==> config.mk <==
export PLATFORM = sky130hd
export DESIGN_NAME = scan_sequencer
export DESIGN_NICKNAME = d
export VERILOG_FILES = /design/src/rtl/scan_sequencer_pkg.sv /design/src/rtl/scan_sequencer_hex_to_seg7.sv /design/src/rtl/scan_sequencer.sv
export SDC_FILE = /design/constraint.sdc
export NUM_CORES = 1
export LEC_CHECK = 0
export BUFFER_PORTS_ARGS = -buffer_cell sky130_fd_sc_hd__buf_2
export CAP_MARGIN = 20
export CORE_MARGIN = 3
export CORE_UTILIZATION = 35
export CTS_CLUSTER_SIZE = 12
export DETAILED_ROUTE_END_ITERATION = 12
export PLACE_DENSITY = 0.6
export SYNTH_ARGS = -nofsm -noshare
export SYNTH_HDL_FRONTEND = slang
export SYNTH_SLANG_ARGS = --single-unit
==> constraint.sdc <==
create_clock -name clock -period 7.4 [get_ports clock]
set_clock_uncertainty 0.1 [all_clocks]
set_input_delay 0.74 -clock clock [delete_from_list [all_inputs] [get_ports clock]]
set_output_delay 0.74 -clock clock [all_outputs]
set_load 0.1 [all_outputs]
==> src/rtl/scan_sequencer_pkg.sv <==
// Shared definitions for the 7-segment scan sequencer: FSM states,
// dark-output constants, the hex segment table and the digit search helper.
package scan_sequencer_pkg;

    typedef enum logic [1:0] {
        ST_OFF   = 2'd0,
        ST_BLANK = 2'd1,
        ST_DRIVE = 2'd2
    } state_t;

    localparam logic [7:0] ANODE_OFF = 8'hFF;
    localparam logic [6:0] SEG_DARK  = 7'h7F;

    // Segment patterns {g,f,e,d,c,b,a}, active-low; element n is hex digit n.
    localparam logic [15:0][6:0] SEG_TABLE = {
        7'h0E, 7'h06, 7'h21, 7'h46, 7'h03, 7'h08, 7'h10, 7'h00,
        7'h78, 7'h02, 7'h12, 7'h19, 7'h30, 7'h24, 7'h79, 7'h40
    };

    // First enabled digit at or above start, searching upward mod 8.
    // Returns start when the mask is empty.
    function automatic logic [2:0] first_enabled(input logic [7:0] mask,
                                                 input logic [2:0] start);
        logic [2:0] k;
        logic [2:0] hit;
        hit = start;
        // Walk offsets high to low so the smallest enabled offset wins.
        for (int unsigned i = 8; i > 0; i--) begin
            k = start + 3'(i - 1);
            if (mask[k]) hit = k;
        end
        return hit;
    endfunction

endpackage

==> src/rtl/scan_sequencer_hex_to_seg7.sv <==
// Combinational hex nibble to active-low 7-segment decoder.
module hex_to_seg7
    import scan_sequencer_pkg::*;
(
    input  logic [3:0] i_nibble,
    output logic [6:0] o_seg
);

    assign o_seg = SEG_TABLE[i_nibble];

endmodule

==> src/rtl/scan_sequencer.sv <==
// Time-multiplexed scan controller for an 8-digit common-anode display.
// Each slot is a blanking gap followed by a PWM-dimmed drive phase; only
// digits enabled in digit_en are visited.
module scan_sequencer
    import scan_sequencer_pkg::*;
#(
    parameter int unsigned SLOT_CYC  = 16384,
    parameter int unsigned BLANK_CYC = 64
) (
    input  logic        clock,
    input  logic        reset,
    input  logic        enable,
    input  logic [31:0] value,
    input  logic [7:0]  digit_en,
    input  logic [7:0]  dp,
    input  logic [3:0]  brightness,
    output logic [7:0]  anode,
    output logic [6:0]  seg,
    output logic        dp_n,
    output logic [2:0]  digit_idx,
    output logic        frame_done
);

    localparam int unsigned     SLOT_W     = $clog2(SLOT_CYC);
    localparam logic [SLOT_W-1:0] BLANK_LAST = SLOT_W'(BLANK_CYC - 1);
    localparam logic [SLOT_W-1:0] SLOT_LAST  = SLOT_W'(SLOT_CYC - 1);

    state_t              r_state;
    logic [SLOT_W-1:0]   r_slot;
    logic [3:0]          r_pwm;
    logic [2:0]          r_idx;
    logic [3:0]          r_nibble;
    logic                r_dp;
    logic [7:0]          r_anode;
    logic [6:0]          r_seg;
    logic                r_dp_n;
    logic                r_frame_done;

    logic                w_run;
    logic [2:0]          w_entry_idx;
    logic [2:0]          w_next_idx;
    logic [3:0]          w_pwm_next;
    logic [7:0]          w_lit_anode;
    logic [6:0]          w_seg;

    // Scanning needs both the global enable and at least one enabled digit.
    assign w_run       = enable && (digit_en != '0);
    // From OFF the current digit is kept if still enabled.
    assign w_entry_idx = first_enabled(digit_en, r_idx);
    // At slot end the current digit is only revisited if it is the sole one.
    assign w_next_idx  = first_enabled(digit_en, r_idx + 3'd1);
    assign w_pwm_next  = r_pwm + 4'd1;
    assign w_lit_anode = ~(8'd1 << r_idx);

    hex_to_seg7 u_hex_to_seg7 (
        .i_nibble (r_nibble),
        .o_seg    (w_seg)
    );

    // Scan FSM with slot/PWM counters and registered display outputs.
    always_ff @(posedge clock or posedge reset) begin
        if (reset) begin
            r_state      <= ST_OFF;
            r_slot       <= '0;
            r_pwm        <= '0;
            r_idx        <= '0;
            r_nibble     <= '0;
            r_dp         <= 1'b0;
            r_anode      <= ANODE_OFF;
            r_seg        <= SEG_DARK;
            r_dp_n       <= 1'b1;
            r_frame_done <= 1'b0;
        end else begin
            r_frame_done <= 1'b0;
            if (!w_run) begin
                r_state <= ST_OFF;
                r_slot  <= '0;
                r_pwm   <= '0;
                r_anode <= ANODE_OFF;
                r_seg   <= SEG_DARK;
                r_dp_n  <= 1'b1;
            end else begin
                case (r_state)
                    ST_OFF: begin
                        r_state  <= ST_BLANK;
                        r_slot   <= '0;
                        r_idx    <= w_entry_idx;
                        r_nibble <= value[{w_entry_idx, 2'b00} +: 4];
                        r_dp     <= dp[w_entry_idx];
                        r_anode  <= ANODE_OFF;
                        r_seg    <= SEG_DARK;
                        r_dp_n   <= 1'b1;
                    end
                    ST_BLANK: begin
                        r_slot <= r_slot + 1'b1;
                        if (r_slot == BLANK_LAST) begin
                            r_state <= ST_DRIVE;
                            r_pwm   <= '0;
                            if (brightness != 4'd0) begin
                                r_anode <= w_lit_anode;
                                r_seg   <= w_seg;
                                r_dp_n  <= ~r_dp;
                            end else begin
                                r_anode <= ANODE_OFF;
                                r_seg   <= SEG_DARK;
                                r_dp_n  <= 1'b1;
                            end
                        end else begin
                            r_anode <= ANODE_OFF;
                            r_seg   <= SEG_DARK;
                            r_dp_n  <= 1'b1;
                        end
                    end
                    ST_DRIVE: begin
                        if (r_slot == SLOT_LAST) begin
                            r_state      <= ST_BLANK;
                            r_slot       <= '0;
                            r_idx        <= w_next_idx;
                            r_nibble     <= value[{w_next_idx, 2'b00} +: 4];
                            r_dp         <= dp[w_next_idx];
                            r_frame_done <= (w_next_idx <= r_idx);
                            r_anode      <= ANODE_OFF;
                            r_seg        <= SEG_DARK;
                            r_dp_n       <= 1'b1;
                        end else begin
                            r_slot <= r_slot + 1'b1;
                            r_pwm  <= w_pwm_next;
                            if (w_pwm_next < brightness) begin
                                r_anode <= w_lit_anode;
                                r_seg   <= w_seg;
                                r_dp_n  <= ~r_dp;
                            end else begin
                                r_anode <= ANODE_OFF;
                                r_seg   <= SEG_DARK;
                                r_dp_n  <= 1'b1;
                            end
                        end
                    end
                    default: begin
                        r_state <= ST_OFF;
                        r_anode <= ANODE_OFF;
                        r_seg   <= SEG_DARK;
                        r_dp_n  <= 1'b1;
                    end
                endcase
            end
        end
    end

    assign anode      = r_anode;
    assign seg        = r_seg;
    assign dp_n       = r_dp_n;
    assign digit_idx  = r_idx;
    assign frame_done = r_frame_done;

endmodule

==> metrics.txt <==
Synth Area per Inst=8.48 sq um; GRT Residual Overflow=0; status=completed; share of layout cells above drive strength 1=23.4%; first-pass GRT wire length=24.8 mm; Root Buffer=clkbuf_16; hold path depth=1; Synth Warn #=0; worst hold path type=flip-flop to flip-flop; Crit. End Element=flip-flop; routed via count=5163; Final Max Tran Viols=0; Setup Fix Bufs, Post-CTS=0; area leader, netlist=dfrtp_1; hold violation total from the final report=0; max_cap viols=0; simple-gate share of the synthesized area=17.9%; WL per Instance=17.9 microns; drt drc=0; DRT iter0 DRCs=330; cell count of the worst reg-to-reg path=10; vias in the first global route=4925; main combinational cell family by area after synthesis=compound AO/OA/AOI/OAI gates; PostCTS Resize Cnt=0; syn_nets=715; Synth Area in Adders=6.05%; core area=14800 sq um; RSZ-0062 raised after global routing=false; RR Startpoint=digit_idx[2]$_DFFE_PP0P_; Mapped Cells=634; Synth top area share=13.5%; nets@finish=752; # IOs=75; Clock Latency Late Sink=0.29 ns; ys flop type=dfrtp_1; H-tree level count=2; CP Data Required Time=7.48 ns; antenna viol nets, final=0; CTS Hold Buffers Added=0; first-pass iteration count of the detailed router=5; initial core utilization=36.4%; sequential share of the synthesized area=21.3%; Avg Vias per Cell=6.03; TritonCTS clock tree=done; mapped cell area=5370 sq um; async set-reset flop share out of synthesis=100%; initial antenna violation count=0; Post-synth EDFFs=0; slew margin rel.=35.7%; fin crit share=74.4%; mux contribution to synthesized area=20.1%; Hold Path Sink=r_slot[2]$_DFFE_PP0P_; setup_tns=0 ns; CTS Buf Count=5; placer congestion estimate=0.906; hpwl dp=11.3 mm; chip width=130 microns; worst slew pin tran=0.957 ns; Max Freq=182 MHz; Syn-to-layout area delta=10.2%; largest cells by area after synthesis=dfrtp_1, dfstp_2, mux2i_1, mux4_2, ha_1; final period demand of the worst path=5.50 ns; kind of critical path=flip-flop to flip-flop; distinct cell type count after synthesis=81; ANT cells=0; DIE HEIGHT=130 microns; Routed WL=15.4 mm; post-synthesis compound-gate area fraction=27.2%; Util after Layout=40.2%; gr usage total=17.7%; CTS max path bufs=2; maximum number of pins on one net before global-route repair=58; r2r setup slk=1.90 ns; clk sinks=45; port buffer count=74; hold_sp=r_slot[2]$_DFFE_PP0P_; Core Rows=44; final setup vio count=0; Clk pin slew, worst setup/hold paths=0.07 ns; post-synthesis xor/xnor area fraction=1.14%; Die ar.=16900 sq um; Worst Path Arrival=5.58 ns; startpoint types=flip-flop; FF+latch count, synth=45; crit-path max FO=25; r2r endpoint=r_nibble[0]$_DFFE_PP0P_
==> cells in the final DEF (no fill, tap or decap), types with 18 or more instances in the layout <==
master,Yosys,routed
mux4_2,18,18
nand2_1,69,69
inv_1,19,18
buf_2,10,74
nand3_1,26,26
dfrtp_1,29,28
ha_1,26,26
o21ai_0,57,56
nor2_1,41,41
a21oi_1,31,31
mux2i_1,41,41
==> synthesized netlist by cell type (all sizes together), types with 5 or more instances <==
cell / instances
nand2: 70
o21ai: 61
mux2i: 45
nor2: 41
a21oi: 31
clkbuf: 29
dfrtp: 29
ha: 26
nand3: 26
buf: 21
inv: 20
mux4: 19
a221oi: 17
dfstp: 16
mux2: 14
a211oi: 12
a221o: 12
a21boi: 11
nand2b: 8
o211ai: 8
o21a: 8
a211o: 7
and2: 7
and3: 7
nor3: 7
nor4: 7
a21o: 5
a31oi: 5
nand4: 5
nor2b: 5
o211a: 5
xnor2: 5
==> cells by family (layout without fill, tap and decap cells) <==
family                     count (synthesis)  in the layout
AOI/OAI and AO/OA                        206            206
and+or+nand+nor                          200            200
muxes                                     78             78
buffers and inverters                     72            110
DFF                                       45             45
adders and majority gates                 26             26
xor gates and xnor gates                   7              7
==> how the worst max path moves through the flow <==
stage | slack, ns | startpoint | end
final | 1.90 | digit_idx[2]$_DFFE_PP0P_ | r_nibble[0]$_DFFE_PP0P_
after global routing | 1.56 | digit_idx[2]$_DFFE_PP0P_ | r_nibble[1]$_DFFE_PP0P_
after CTS | 1.99 | digit_idx[2]$_DFFE_PP0P_ | r_nibble[0]$_DFFE_PP0P_
after detailed placement | 2.01 | digit_idx[2]$_DFFE_PP0P_ | r_nibble[0]$_DFFE_PP0P_
after global placement | 2.18 | digit_idx[2]$_DFFE_PP0P_ | r_nibble[3]$_DFFE_PP0P_
after floorplan | 2.03 | digit_idx[0]$_DFFE_PP0P_ | r_nibble[0]$_DFFE_PP0P_
==> through the flow <==
stage                     hold WS, ns  setup WS, ns  std cells  instance area (sq um)
after floorplan                 0.364          2.03        634                   5370
after global placement          0.385          2.18        847                   5760
after detailed placement        0.396          2.01        847                   5760
after CTS                       0.412          1.99        855                   5920
after global routing            0.436          1.56        856                   5920
final                           0.413          1.90        856                   5920
==> flip-flops by register name, summed over array words and instances, names as in the netlist <==
signal      count
digit_idx       3
r_dp            1
r_state         2
seg             7
r_slot         14
r_pwm           4
anode           8
dp_n            1
r_nibble        4
frame_done      1
==> per-layer routing <==
metal,wire [microns],up-vias,share of wire [%],GRT usage [%]
li1,-,2492,-,-
met1,7110,2533,46,24.3
met2,7570,124,49,30.4
met3,518,14,3.4,1.51
met4,163,0,1.1,3.67
met5,0,-,0,0
==> critical path, cell delays in order (launching register included) <==
cell,delay (ns)
dfrtp_1,0.87
clkinv_1,0.56
ha_1,0.91
mux4_2,0.66
mux2_4,0.33
and2_0,0.33
a211oi_1,0.36
o211a_1,0.59
mux2i_1,0.26
mux2i_1,0.10
a221o_1,0.32
==> cell type report <==
type                    count  area (sq um)
repair buffers             80           415
well taps                 184           230
inverters                  22          82.6
flip-flops and latches     45          1150
multi-input cells         517          3890
clock buffers               5           125
fillers                  1504          8830
clock inverters             3          28.8
Power is left out: the tool's default activity adds up to more than one toggle a clock period on the data nets, which glitch-free logic cannot reach.
